**config.mk**
```make
export PLATFORM = sky130hd
export DESIGN_NAME = ps2_rx_fifo
export DESIGN_NICKNAME = d
export VERILOG_FILES = /design/src/rtl/ps2_pkg.sv /design/src/rtl/sync_fifo.sv /design/src/rtl/ps2_rx_fifo.sv
export SDC_FILE = /design/constraint.sdc
export NUM_CORES = 1
export LEC_CHECK = 0
export BUFFER_PORTS_ARGS = -buffer_cell sky130_fd_sc_hd__buf_2
export CORE_AREA = 2 2 108 110
export CTS_CLUSTER_DIAMETER = 30
export CTS_CLUSTER_SIZE = 28
export DETAILED_ROUTE_END_ITERATION = 10
export DIE_AREA = 0 0 110 112
export GPL_TIMING_DRIVEN = 0
export PLACE_DENSITY = 0.74
export RECOVER_POWER = 100
export SLEW_MARGIN = 30
export SYNTH_ARGS = -nofsm -noshare
export SYNTH_HDL_FRONTEND = slang
export SYNTH_SLANG_ARGS = --single-unit
```
**constraint.sdc**
```tcl
create_clock -name clk -period 3.7 [get_ports clk]
set_input_delay 0.37 -clock clk [delete_from_list [all_inputs] [get_ports clk]]
set_output_delay 0.37 -clock clk [all_outputs]
set_load 0.05 [all_outputs]
```
**src/rtl/ps2_pkg.sv**
```systemverilog
// Shared definitions for the PS/2 receive path.
//   ps2_state_e   : receiver frame FSM states
//   PS2_PREFIX_*  : scan-code prefix bytes folded into entry flags
//   ENTRY_*       : bit positions inside a 10-bit FIFO entry {rel, ext, code}
package ps2_pkg;

  typedef enum logic [1:0] {
    IDLE   = 2'd0,
    DATA   = 2'd1,
    PARITY = 2'd2,
    STOP   = 2'd3
  } ps2_state_e;

  localparam logic [7:0] PS2_PREFIX_EXT = 8'hE0;
  localparam logic [7:0] PS2_PREFIX_REL = 8'hF0;

  localparam int ENTRY_CODE_LSB = 0;
  localparam int ENTRY_CODE_MSB = 7;
  localparam int ENTRY_EXT      = 8;
  localparam int ENTRY_REL      = 9;
  localparam int ENTRY_W        = 10;

endpackage

```
**src/rtl/sync_fifo.sv**
```systemverilog
// Single-clock show-ahead FIFO.
//   push/push_data : write request (accepted when not full, or when full
//                    and a real pop happens in the same cycle)
//   pop            : pop request (ignored when empty)
//   rd_data        : head entry, combinational from storage
//   count          : entries held; full/empty derived from it
module sync_fifo #(
  parameter int WIDTH = 10,
  parameter int DEPTH = 8
) (
  input  logic                       clk,
  input  logic                       rst_n,
  input  logic                       push,
  input  logic [WIDTH-1:0]           push_data,
  input  logic                       pop,
  output logic [WIDTH-1:0]           rd_data,
  output logic [$clog2(DEPTH):0]     count,
  output logic                       full,
  output logic                       empty
);
  localparam int AW = $clog2(DEPTH);
  localparam logic [AW:0] ONE = (AW+1)'(1);

  logic [WIDTH-1:0] mem [DEPTH];
  logic [AW:0]      wptr, rptr;
  logic             pop_ok, push_ok;

  // Pointers carry one extra wrap bit so full and empty are distinguishable.
  assign count   = wptr - rptr;
  assign empty   = (count == '0);
  assign full    = (count == (AW+1)'(DEPTH));
  assign pop_ok  = pop && !empty;
  assign push_ok = push && (!full || pop_ok);
  assign rd_data = mem[rptr[AW-1:0]];

  always_ff @(posedge clk or negedge rst_n) begin
    if (!rst_n) begin
      wptr <= '0;
      rptr <= '0;
      for (int i = 0; i < DEPTH; i++) mem[i] <= '0;
    end else begin
      if (push_ok) begin
        mem[wptr[AW-1:0]] <= push_data;
        wptr <= wptr + ONE;
      end
      if (pop_ok) rptr <= rptr + ONE;
    end
  end

endmodule

```
**src/rtl/ps2_rx_fifo.sv**
```systemverilog
// PS/2 host receiver with prefix folding and an entry FIFO.
//   ps2_clk/ps2_data : asynchronous device pins, synchronised here
//   rd_en/rd_data/rd_valid/count : show-ahead FIFO read side
//   overflow/parity_err/frame_err : sticky error flags, cleared by err_clr
module ps2_rx_fifo
  import ps2_pkg::*;
#(
  parameter int FIFO_DEPTH     = 8,
  parameter int SYNC_STAGES    = 2,
  parameter int TIMEOUT_CYCLES = 20000,
  parameter int DECODE_PREFIX  = 1
) (
  input  logic                            clk,
  input  logic                            rst_n,
  input  logic                            ps2_clk,
  input  logic                            ps2_data,
  input  logic                            rd_en,
  output logic [9:0]                      rd_data,
  output logic                            rd_valid,
  output logic [$clog2(FIFO_DEPTH):0]     count,
  output logic                            overflow,
  output logic                            parity_err,
  output logic                            frame_err,
  input  logic                            err_clr
);
  localparam int  TW  = $clog2(TIMEOUT_CYCLES + 1);
  localparam bit  DEC = (DECODE_PREFIX != 0);

  logic [SYNC_STAGES-1:0] clk_sync, dat_sync;
  logic                   clk_prev, fall, din;

  ps2_state_e state;
  logic [2:0] bitcnt;
  logic [7:0] shreg;
  logic       par_bit;
  logic [TW-1:0] tmo_cnt;
  logic       ext_f, rel_f;

  logic       stop_edge, par_ok, stop_ok, accept, is_ext, is_rel, tmo_hit;
  logic       push, full, empty, ovf_set;
  logic [ENTRY_W-1:0] push_data;

  // Synchronisers idle high so reset release never fakes a falling edge.
  always_ff @(posedge clk or negedge rst_n) begin
    if (!rst_n) begin
      clk_sync <= '1;
      dat_sync <= '1;
      clk_prev <= 1'b1;
    end else begin
      clk_sync <= {clk_sync[SYNC_STAGES-2:0], ps2_clk};
      dat_sync <= {dat_sync[SYNC_STAGES-2:0], ps2_data};
      clk_prev <= clk_sync[SYNC_STAGES-1];
    end
  end

  assign fall = clk_prev & ~clk_sync[SYNC_STAGES-1];
  assign din  = dat_sync[SYNC_STAGES-1];

  // Frame checks resolve on the stop-bit sample so the push lands this edge.
  assign stop_edge = (state == STOP) && fall;
  assign par_ok    = ^{shreg, par_bit};
  assign stop_ok   = din;
  assign accept    = stop_edge && par_ok && stop_ok;
  assign is_ext    = DEC && (shreg == PS2_PREFIX_EXT);
  assign is_rel    = DEC && (shreg == PS2_PREFIX_REL);
  assign push      = accept && !is_ext && !is_rel;
  assign push_data = DEC ? {rel_f, ext_f, shreg} : {2'b00, shreg};
  assign tmo_hit   = (state != IDLE) && !fall &&
                     (tmo_cnt == TW'(TIMEOUT_CYCLES - 1));

  always_ff @(posedge clk or negedge rst_n) begin
    if (!rst_n) begin
      state   <= IDLE;
      bitcnt  <= '0;
      shreg   <= '0;
      par_bit <= 1'b0;
      tmo_cnt <= '0;
      ext_f   <= 1'b0;
      rel_f   <= 1'b0;
    end else begin
      if (state == IDLE || fall || tmo_hit) tmo_cnt <= '0;
      else                                  tmo_cnt <= tmo_cnt + TW'(1);

      if (tmo_hit) begin
        state <= IDLE;
        ext_f <= 1'b0;
        rel_f <= 1'b0;
      end else if (fall) begin
        case (state)
          IDLE: if (!din) begin
            state  <= DATA;
            bitcnt <= '0;
          end
          DATA: begin
            shreg  <= {din, shreg[7:1]};
            bitcnt <= bitcnt + 3'd1;
            if (bitcnt == 3'd7) state <= PARITY;
          end
          PARITY: begin
            par_bit <= din;
            state   <= STOP;
          end
          STOP: begin
            state <= IDLE;
            if (!par_ok || !stop_ok) begin
              ext_f <= 1'b0;
              rel_f <= 1'b0;
            end else if (is_ext) begin
              ext_f <= 1'b1;
            end else if (is_rel) begin
              rel_f <= 1'b1;
            end else begin
              ext_f <= 1'b0;
              rel_f <= 1'b0;
            end
          end
          default: state <= IDLE;
        endcase
      end
    end
  end

  // When full, rd_en is always a real pop, so push+pop never drops.
  assign ovf_set = push && full && !rd_en;

  // Set beats clear so an error coincident with err_clr is not lost.
  always_ff @(posedge clk or negedge rst_n) begin
    if (!rst_n) begin
      overflow   <= 1'b0;
      parity_err <= 1'b0;
      frame_err  <= 1'b0;
    end else begin
      overflow   <= ovf_set | (overflow & ~err_clr);
      parity_err <= (stop_edge && !par_ok) | (parity_err & ~err_clr);
      frame_err  <= (stop_edge && !stop_ok) | tmo_hit | (frame_err & ~err_clr);
    end
  end

  sync_fifo #(.WIDTH(ENTRY_W), .DEPTH(FIFO_DEPTH)) u_fifo (
    .clk       (clk),
    .rst_n     (rst_n),
    .push      (push),
    .push_data (push_data),
    .pop       (rd_en),
    .rd_data   (rd_data),
    .count     (count),
    .full      (full),
    .empty     (empty)
  );

  assign rd_valid = !empty;

endmodule

```
==> out/metrics.cfg, run 1 <==
[setup_path]
arrival_ns=3.72
required_ns=3.99
crit_type=flop to flop
worstRegToRegCells=10
path_max_fanout=10
crit_path_end_kind=flop
rrSetupSlack_ns=0.28
critPathLaunchType=flop

[layout]
nNetsFinal=506
fin_area_um2=6844
nFillCells=868
final_util_pct=61.25
diodes=0
syn2layout_area_growth_pct=13.30
drive_gt1_share_pct=23.00
seqCellArea_um2=3184
multi_input_area_um2=2614
final_cell_count_no_fill=643

[global_route]
antenna_found_initial=0
grt_pass1_wl_um=20100
grt_max_degree=65
grt_overflow=0
grtUsageTotal_pct=22.22
grt_pass1_vias=3829

[die]
die_area_um2=12320
die_w_um=110
rows=39
die_h_um=112
ios=24
start_util_pct=54.06
core_um2=11170

[sta]
worst_pin_slew_ns=1.612
fmax_ghz=0.2920
setup_viol=0
whs_ns=0.05626
slew_headroom_pct=-7.489
rsz0062_at_grt=no
drv_slew=64
fin_skew_ns=0.006775
finalHoldViolCount=0
period_needed_ns=3.425
fin_tns_setup_ns=0
fin_crit_sh_pct=92.56
setup_ws_ns=0.2753

[routing]
avgRoutedWirePerCell_um=18.81
drt_first_pass_iters=4
ant_nets=0
wirelength_um=12100
vias=3635
vias_per_cell=5.653
drcViolationCount=0
drt_iter0_drc=138

[synthesis]
syn_avg_cell_area_um2=13.64
synth_most_common_cell=dfrtp_1
synthDistinctLibCells=44
yosysSeqAreaShare_pct=52.71
yosys.area.top_type=dfrtp_1
ys_ff_latch=127
synthCells=443
synth_nets=462
synth_edf_count=0
yosysWarnings=0
async_flop_share_pct=100.0
synth_area_leaders=dfrtp_1, mux2_1, mux4_2
synth_commonest_cells=dfrtp_1, mux2_1, nand2_1
synth_top_cell_area_share_pct=50.54
synth_top_flop_cell=dfrtp_1
syn_area_um2=6041

[run]
cap_violations=1

[place]
dp.cells=610
hpwl_um=7760
place_ws_ns=-0.03169
dpl_cell_area_um2=6372
port_buffers=23
gp_congestion=0.7699

[power]
peakVddDrop_mv=0.7524
p_leak_nw=3.399
power_density_nw_per_um2=684.1
finalPower_mw=4.682

[hold_path]
hold_class=input pin to flop
hold_path_depth=1

[clocking]
cts_sinks=127
cts_buffers=17
postCtsSetupRepairBufs=0
clk_latency_ns=0.42
clock_tree.buffer_depth=2
clkSlewWorstSetupHoldPaths_ns=0.06
cts_tree=yes
htreeDepth=4
clock-root-buffer=clkbuf_16

[status]
status=finished, violations left
violations=max-capacitance violations, max-slew violations

[final timing paths]
| check | start | endpoint |
|---|---|---|
| min | ps2_clk | clk_sync[0] |
| min in group asynchronous | rst_n | bitcnt[0] |
| max reg2reg | u_fifo.rptr[2] | u_fifo.mem[30] |
| max in group asynchronous | rst_n | u_fifo.mem[8] |
| min reg2reg | dat_sync[0] | dat_sync[1] |
| max | u_fifo.rptr[2] | u_fifo.mem[30] |
[power breakdown]
group	internal, mW	switching (mW)	leakage [nW]	total (mW)
sequential	1.53	0.148	1.73	1.68
clock	1.05	0.597	0.290	1.65
combinational	0.470	0.884	1.38	1.35
total	3.05	1.63	3.40	4.68
[sequential cells by signal, summed over array words and instances, names as in the netlist, 2 cells and up]
register / cells
u_fifo.rptr: 4
u_fifo.mem: 80
dat_sync: 2
state: 2
shreg: 8
u_fifo.wptr: 4
clk_sync: 2
bitcnt: 3
tmo_cnt: 15
[what timing repair did]
action | 4_1_cts | 5_1_grt
hold endpoints to repair | 58 | 0
setup endpoints to repair | 10 | 3
resized for setup | 1 | 1
hold buffers | 1 | 0
[routing by layer]
| metal | vias to the layer above | GRT usage, % | share of wire [%] |
|---|---|---|---|
| met5 | - | 0 | 0 |
| met4 | 0 | 9.114 | 2.1 |
| met3 | 25 | 5.152 | 3.4 |
| met2 | 62 | 34.03 | 49 |
| met1 | 1887 | 30.61 | 46 |
| li1 | 1661 | - | - |
[worst max-delay path: stages (launching register included)]
cell and delay [ns]:
dfrtp_1 0.41, inv_1 0.09, clkbuf_1 0.60, ha_1 0.38, xor2_1 0.17, or3_1 0.33
nor2_1 0.23, nand3_4 0.20, and4_1 0.25, clkbuf_2 0.26, mux2_1 0.38
[layout make-up]
| class | instances | area share (%) |
|---|---|---|
| timing repair buffer | 25 | 1.974 |
| tap | 143 | 2.614 |
| clock inverter | 11 | 1.645 |
| multi-input combinational | 285 | 38.19 |
| sequential | 127 | 46.53 |
| buffer | 20 | 1.371 |
| inverter | 11 | 0.6581 |
| clock buffer | 21 | 7.020 |
[kinds of logic after synthesis]
| kind of cell | Yosys count | synth area share (%) |
|---|---|---|
| compound gates | 17 | 1.926 |
| simple gates | 116 | 10.94 |
| mux | 111 | 24.98 |
| flops | 127 | 52.71 |
| fa+ha+maj | 13 | 2.817 |
| buf+inv | 31 | 2.216 |
| xor+xnor | 28 | 4.412 |
[layout by cell type (no fill, tap or decap), types with 2 or more instances in the layout]
| cell | count |
|---|---|
| clkbuf_16 | 17 |
| ha_1 | 12 |
| dfstp_2 | 4 |
| mux4_2 | 20 |
| and2_1 | 3 |
| nand2_1 | 43 |
| clkinvlp_4 | 4 |
| clkinv_2 | 6 |
| o21ai_0 | 5 |
| clkbuf_2 | 3 |
| and4_1 | 2 |
| a31oi_1 | 2 |
| clkbuf_1 | 29 |
| and3_1 | 2 |
| nand3_1 | 10 |
| nor3_1 | 4 |
| or3_1 | 3 |
| nor2_1 | 26 |
| xor2_1 | 11 |
| buf_2 | 9 |
| nor4_1 | 2 |
| mux2_2 | 35 |
| inv_1 | 9 |
| a32o_1 | 3 |
| xnor2_1 | 16 |
| buf_6 | 2 |
| nand4_1 | 7 |
| nand4_2 | 6 |
| clkbuf_8 | 4 |
| nor2b_1 | 4 |
| bufinv_16 | 2 |
| mux2_1 | 56 |
| dfrtp_1 | 122 |
Note: power is estimated with default switching activity, not from simulation.
==> run 2, diff against run 1 <==
--- a/config.mk
+++ b/config.mk
@@ -6,11 +6,11 @@
 export NUM_CORES = 1
 export LEC_CHECK = 0
 export BUFFER_PORTS_ARGS = -buffer_cell sky130_fd_sc_hd__buf_2
-export CORE_AREA = 2 2 108 110
+export CORE_AREA = 5 5 111 113
 export CTS_CLUSTER_DIAMETER = 30
 export CTS_CLUSTER_SIZE = 28
 export DETAILED_ROUTE_END_ITERATION = 10
-export DIE_AREA = 0 0 110 112
+export DIE_AREA = 0 0 116 118
 export GPL_TIMING_DRIVEN = 0
 export PLACE_DENSITY = 0.74
 export RECOVER_POWER = 100
==> constraint.sdc (replaced) <==
create_clock -name clk -period 3.7 [get_ports clk]
set_input_delay 0.555 -clock clk [delete_from_list [all_inputs] [get_ports clk]]
set_output_delay 0.555 -clock clk [all_outputs]
set_load 0.05 [all_outputs]
==> run 2 against run 1 <==
The run still ends with max-capacitance violations, max-slew violations left. Critical path depth decreased by 2. Clock skew increased by 0.0018 ns. Sequential power about the same. Count of clock-buffer cells in the layout increased by 1. Hold slack improved by 0.18 ns. Final area increased by 0.26%. Utilization decreased by 0.11 points.
==> out/metrics.cfg, run 2 (synthesis gave the netlist of run 1 again) <==
[status]
status=finished, violations left
violations=max-capacitance violations, max-slew violations

[layout]
final_util_pct=61.14  ; -0.11 points
nNetsFinal=505  ; -0.20%
syn2layout_area_growth_pct=13.59
layout_common_cells=dfrtp_1, mux2_1, nand2_1, mux2_2, nor2_1
biggestRegsByFlops=u_fifo.mem: 80 flops, tmo_cnt: 15 flops, shreg: 8 flops
regMostFlops=u_fifo.mem
largest_reg_flops=80  ; unchanged
diodes=0  ; unchanged
final_common_cell=dfrtp_1
drive_gt1_share_pct=24.45  ; +1.4 points

[setup_path]
crit_type=flop to output pin
startpoint=u_fifo.rptr[1]
worstSetupEndpoint=rd_valid
slowest_stage=dfrtp_1
required_ns=3.14  ; -0.85 ns
path_max_fanout=10  ; unchanged
r2r-end=u_fifo.mem[8]
cpMostUsedCell=clkbuf_2
critPathLaunchType=flop
worstRegToRegCells=10  ; unchanged
crit_path_end_kind=output pin
cp.depth=8  ; -2
timing.rr.start=u_fifo.rptr[1]
path_cells=clkbuf_2 > inv_1 > ha_1 > nor2b_1 > o21a_1 > or3_1 > a21o_1 > clkbuf_2
critical_path_buf_inv_count=3  ; unchanged
rrSetupSlack_ns=0.33  ; +0.05 ns
arrival_ns=2.89  ; -0.83 ns
cp_slowest_stage_delay_ns=0.46  ; -0.14 ns
path_delay_family=buffers and inverters

[global_route]
grtUsageTotal_pct=18.96  ; -3.3 points
grt_max_degree=75  ; +15%
grt_pass1_vias=3836  ; +0.18%
grt_most_used_layer=met2
use_met3_pct=4.679  ; -0.47 points
antenna_found_initial=0  ; unchanged
grt_pass1_wl_um=19910  ; -0.93%
grt_use_met2_pct=30.58  ; -3.5 points
grt_overflow=0  ; unchanged
gr-usage-met1_pct=25.30  ; -5.3 points

[clocking]
postCtsSetupRepairBufs=0  ; unchanged
htreeDepth=4  ; unchanged
clkSlewWorstSetupHoldPaths_ns=0.06  ; about the same
cts_sinks=127  ; unchanged
cts_tree=yes
clock_tree.buffer_depth=2  ; unchanged
cts_buffers=17  ; unchanged
clk_latency_ns=0.41  ; about the same
clock-root-buffer=clkbuf_16

[routing]
drcViolationCount=0  ; unchanged
drt_iter0_drc=208  ; +51%
avgRoutedWirePerCell_um=18.42  ; -2.1%
drt_first_pass_iters=4  ; unchanged
vias_per_cell=5.617  ; -0.64%
vias=3606  ; -0.80%
ant_nets=0  ; unchanged
wirelength_um=11830  ; -2.2%

[place]
port_buffers=23  ; unchanged
gp_congestion=0.7748  ; +0.64%
hpwl_um=7779  ; +0.24%

[sta]
setup_viol=0  ; unchanged
fmax_ghz=0.2901  ; -0.66%
fin_tns_setup_ns=0  ; unchanged
finalHoldViolCount=0  ; unchanged
period_needed_ns=3.448  ; +0.02277 ns
drv_slew=54  ; -16%
worst_pin_slew_ns=2.951  ; +1.339 ns
fin_crit_sh_pct=93.18  ; +0.62 points
slew_headroom_pct=-96.76  ; -89 points
rsz0062_at_grt=no
whs_ns=0.2358  ; +0.1796 ns
fin_skew_ns=0.008561  ; +0.001786 ns

[die]
core_um2=11220  ; +0.44%
die_w_um=116  ; +5.5%
die_area_um2=13690  ; +11%
rows=39  ; unchanged
start_util_pct=53.82  ; -0.24 points
ios=24  ; unchanged
die_h_um=118  ; +5.4%

[run]
cap_violations=1  ; unchanged

[power]
p_leak_nw=3.433  ; +1.0%
power_density_nw_per_um2=688.8  ; +0.69%
peakVddDrop_mv=0.6393  ; -15%

[hold_path]
hold_path_depth=1  ; unchanged
hold_class=input pin to flop

-- run 2: report_power, final --
group          internal, mW  leakage (nW)  switching, mW  total, mW
combinational         0.467          1.40          0.862       1.33
sequential             1.53          1.73          0.153       1.68
clock                  1.13         0.302          0.589       1.72
total                  3.12          3.43           1.60       4.73
-- run 2: per-stage QoR --
stage | power, mW | std cells | worst slack (ns) | cell area (µm²)
6_report | 4.726 | 642 | 0.2525 | 6862
5_1_grt | 4.970 | 642 | 0.07289 | 6862
4_1_cts | 4.842 | 642 | 0.2122 | 6993
3_5_place_dp | 3.113 | 610 | 0.06252 | 6374
3_3_place_gp | 3.049 | 609 | 0.1506 | 6335
2_1_floorplan | 2.751 | 443 | 0.1306 | 6041
-- run 2: metal layers --
metal | share of wire [%] | up-vias
met4 | 1.5 | 0
met1 | 45 | 1869
met5 | 0 | -
met2 | 50 | 58
met3 | 3.2 | 18
li1 | - | 1661
-- run 2: final cells by class --
type	count	area, µm²
fill	904	4362
sequential	127	3184
multi-input combinational	285	2618
clock buffer	22	484.2
tap	143	178.9
clock inverter	10	133.9
timing repair buffer	24	133.9
buffer	20	87.58
inverter	11	41.29
-- run 2: repair_timing --
item / 4_1_cts / 5_1_grt
gates resized for setup: 1 / 0
setup endpoints to repair: 1 / 0
hold buffers: 0 / 0
-- run 2: how the worst min path moves through the flow --
stage                 from             end  slack [ns]
6_report          ps2_data     dat_sync[0]        0.24
5_1_grt           ps2_data     dat_sync[0]        0.23
4_1_cts              rst_n  u_fifo.wptr[2]        0.06
3_5_place_dp   clk_sync[0]     clk_sync[1]        0.35
3_3_place_gp   clk_sync[0]     clk_sync[1]        0.35
2_1_floorplan        rst_n       bitcnt[0]        0.26
==> run 3, diff against run 2 <==
--- a/config.mk
+++ b/config.mk
@@ -12,7 +12,7 @@
 export DETAILED_ROUTE_END_ITERATION = 10
 export DIE_AREA = 0 0 116 118
 export GPL_TIMING_DRIVEN = 0
-export PLACE_DENSITY = 0.74
+export PLACE_DENSITY = 0.76
 export RECOVER_POWER = 100
 export SLEW_MARGIN = 30
 export SYNTH_ARGS = -nofsm -noshare
==> run 3 against run 2 <==
The run still ends with max-capacitance violations, max-slew violations left. First-iteration DRC count is 6.7% higher. Sequential share of layout area is 0.51 points higher. Final area down 1.1%. Critical path depth shrank 1. Count of clock-buffer cells in the layout grew 8. Setup slack worse by 0.012 ns. Combinational power is essentially flat. Cell count stayed put. Via count grew 0.69%. Hold slack better by 0.0051 ns.
==> out/metrics.cfg, run 3 (synthesis gave the netlist of run 1 again) <==
[clocking]
clk_latency_ns=0.42  ; about the same
htreeDepth=4  ; unchanged
postCtsSetupRepairBufs=0  ; unchanged
cts_tree=yes
clock-root-buffer=clkbuf_16
cts_buffers=17  ; unchanged
cts_resized=0  ; -1
ctsHoldBuffers=0  ; unchanged
cts_sinks=127  ; unchanged
clkSlewWorstSetupHoldPaths_ns=0.05  ; about the same
clock_tree.buffer_depth=2  ; unchanged

[sta]
fmax_ghz=0.2891  ; -0.35%
worst_pin_slew_ns=3.080  ; +0.1284 ns
fin_tns_setup_ns=0  ; unchanged
period_needed_ns=3.460  ; +0.01207 ns
fin_crit_sh_pct=93.50  ; +0.33 points
fin_skew_ns=0.007128  ; -0.001432 ns
whs_ns=0.2409  ; +0.005068 ns
slew_headroom_pct=-105.3  ; -8.6 points
drv_slew=56  ; +3.7%
rsz0062_at_grt=no
finalHoldViolCount=0  ; unchanged
setup_viol=0  ; unchanged

[layout]
fin_area_um2=6787  ; -1.1%
layout_common_cells=dfrtp_1, mux2_1, nand2_1, mux2_2, clkbuf_1
final_cell_count_no_fill=642  ; unchanged
drive_gt1_share_pct=22.44  ; -2.0 points
syn2layout_area_growth_pct=12.34
final_util_pct=60.47  ; -0.67 points
regMostFlops=u_fifo.mem
diodes=0  ; unchanged
largest_reg_flops=80  ; unchanged
nNetsFinal=505  ; unchanged
biggestRegsByFlops=u_fifo.mem: 80 flops, tmo_cnt: 15 flops, shreg: 8 flops
final_common_cell=dfrtp_1

[global_route]
grt_overflow=0  ; unchanged
grt_pass1_vias=3882  ; +1.2%
grtUsageTotal_pct=19.81  ; +0.85 points
grt_pass1_wl_um=20630  ; +3.6%
antenna_found_initial=0  ; unchanged
grt_max_degree=73  ; -2.7%

[routing]
avgRoutedWirePerCell_um=18.89  ; +2.5%
drt_first_pass_iters=4  ; unchanged
drcViolationCount=0  ; unchanged
ant_nets=0  ; unchanged
drt_iter0_drc=222  ; +6.7%
vias_per_cell=5.656  ; +0.69%
vias=3631  ; +0.69%
wirelength_um=12130  ; +2.5%

[setup_path]
required_ns=3.14  ; about the same
crit_type=flop to output pin
crit_path_end_kind=output pin
arrival_ns=2.90  ; about the same
critPathLaunchType=flop
path_max_fanout=10  ; unchanged

[die]
die_area_um2=13690  ; unchanged
ios=24  ; unchanged
rows=39  ; unchanged
die_h_um=118  ; unchanged
die_w_um=116  ; unchanged
start_util_pct=53.82  ; unchanged
core_um2=11220  ; unchanged

[hold_path]
hold_class=input pin to flop

[status]
violations=max-capacitance violations, max-slew violations
status=finished, violations left

[run]
cap_violations=1  ; unchanged

[place]
hpwl_um=7815  ; +0.47%
port_buffers=23  ; unchanged
gp_congestion=0.7759  ; +0.14%
dpl_cell_area_um2=6374  ; unchanged
dp.cells=610  ; unchanged

[power]
p_leak_nw=3.394  ; -1.1%
peakVddDrop_mv=0.7626  ; +19%
power_density_nw_per_um2=669.5  ; -2.8%

run 3: changes by cell type in the layout (fill, tap and decap cells not counted), sizes merged:
cell      change
clkinv        -4
clkinvlp      -2
clkbuf        +6
bufinv        -2
buf           +2
run 3: through the flow:
step / setup WS [ns] / power (mW)
floorplan: 0.1306 / 2.751
global placement: 0.1429 / 3.048
detailed placement: 0.07025 / 3.112
CTS: 0.01261 / 4.653
global route: 0.07677 / 4.807
finish: 0.2404 / 4.543
run 3: path summary, 6_finish.rpt:
| path | from | endpoint | slack (ns) | depth (start not counted) |
|---|---|---|---|---|
| hold reg to reg | dat_sync[0] | dat_sync[1] | 0.36 | 0 |
| setup reg to reg | u_fifo.rptr[2] | u_fifo.mem[37] | 0.33 | 10 |
| setup / recovery | u_fifo.rptr[2] | rd_valid | 0.24 | 7 |
| min in group asynchronous | rst_n | u_fifo.wptr[0] | 1.15 | 1 |
| hold / removal | ps2_clk | clk_sync[0] | 0.24 | 1 |
| max in group asynchronous | rst_n | u_fifo.mem[2] | 0.80 | 1 |
run 3: layout make-up:
cell class	count	area (µm²)
fillers	884	4437
multi-input cells	285	2614
clock inverters	2	35.03
inverters	11	41.29
well taps	143	178.9
clock buffers	30	504.2
plain buffers	20	93.84
flip-flops and latches	127	3184
repair buffers	24	135.1
run 3: metal layers:
metal  vias to the layer above  routed length (µm)  global-route usage (%)
met3                        20                 483                   5.913
met1                      1874                5410                   26.80
met2                        67                5981                   30.47
met5                         -                   0                       0
li1                       1670                   -                       -
met4                         0                 253                   6.817
run 3: worst max-delay path, stage by stage, from the launching register on:
cell and delay (ns):
dfrtp_1 0.41, inv_1 0.08, clkbuf_1 0.57, ha_1 0.37, o21a_1 0.13, or3_1 0.42, a21o_1 0.25, clkbuf_2 0.25
run 3: where the power goes:
part           switching, mW  total (mW)  internal (mW)
sequential             0.149        1.68           1.53
combinational          0.862        1.33          0.468
clock                  0.559        1.54          0.976
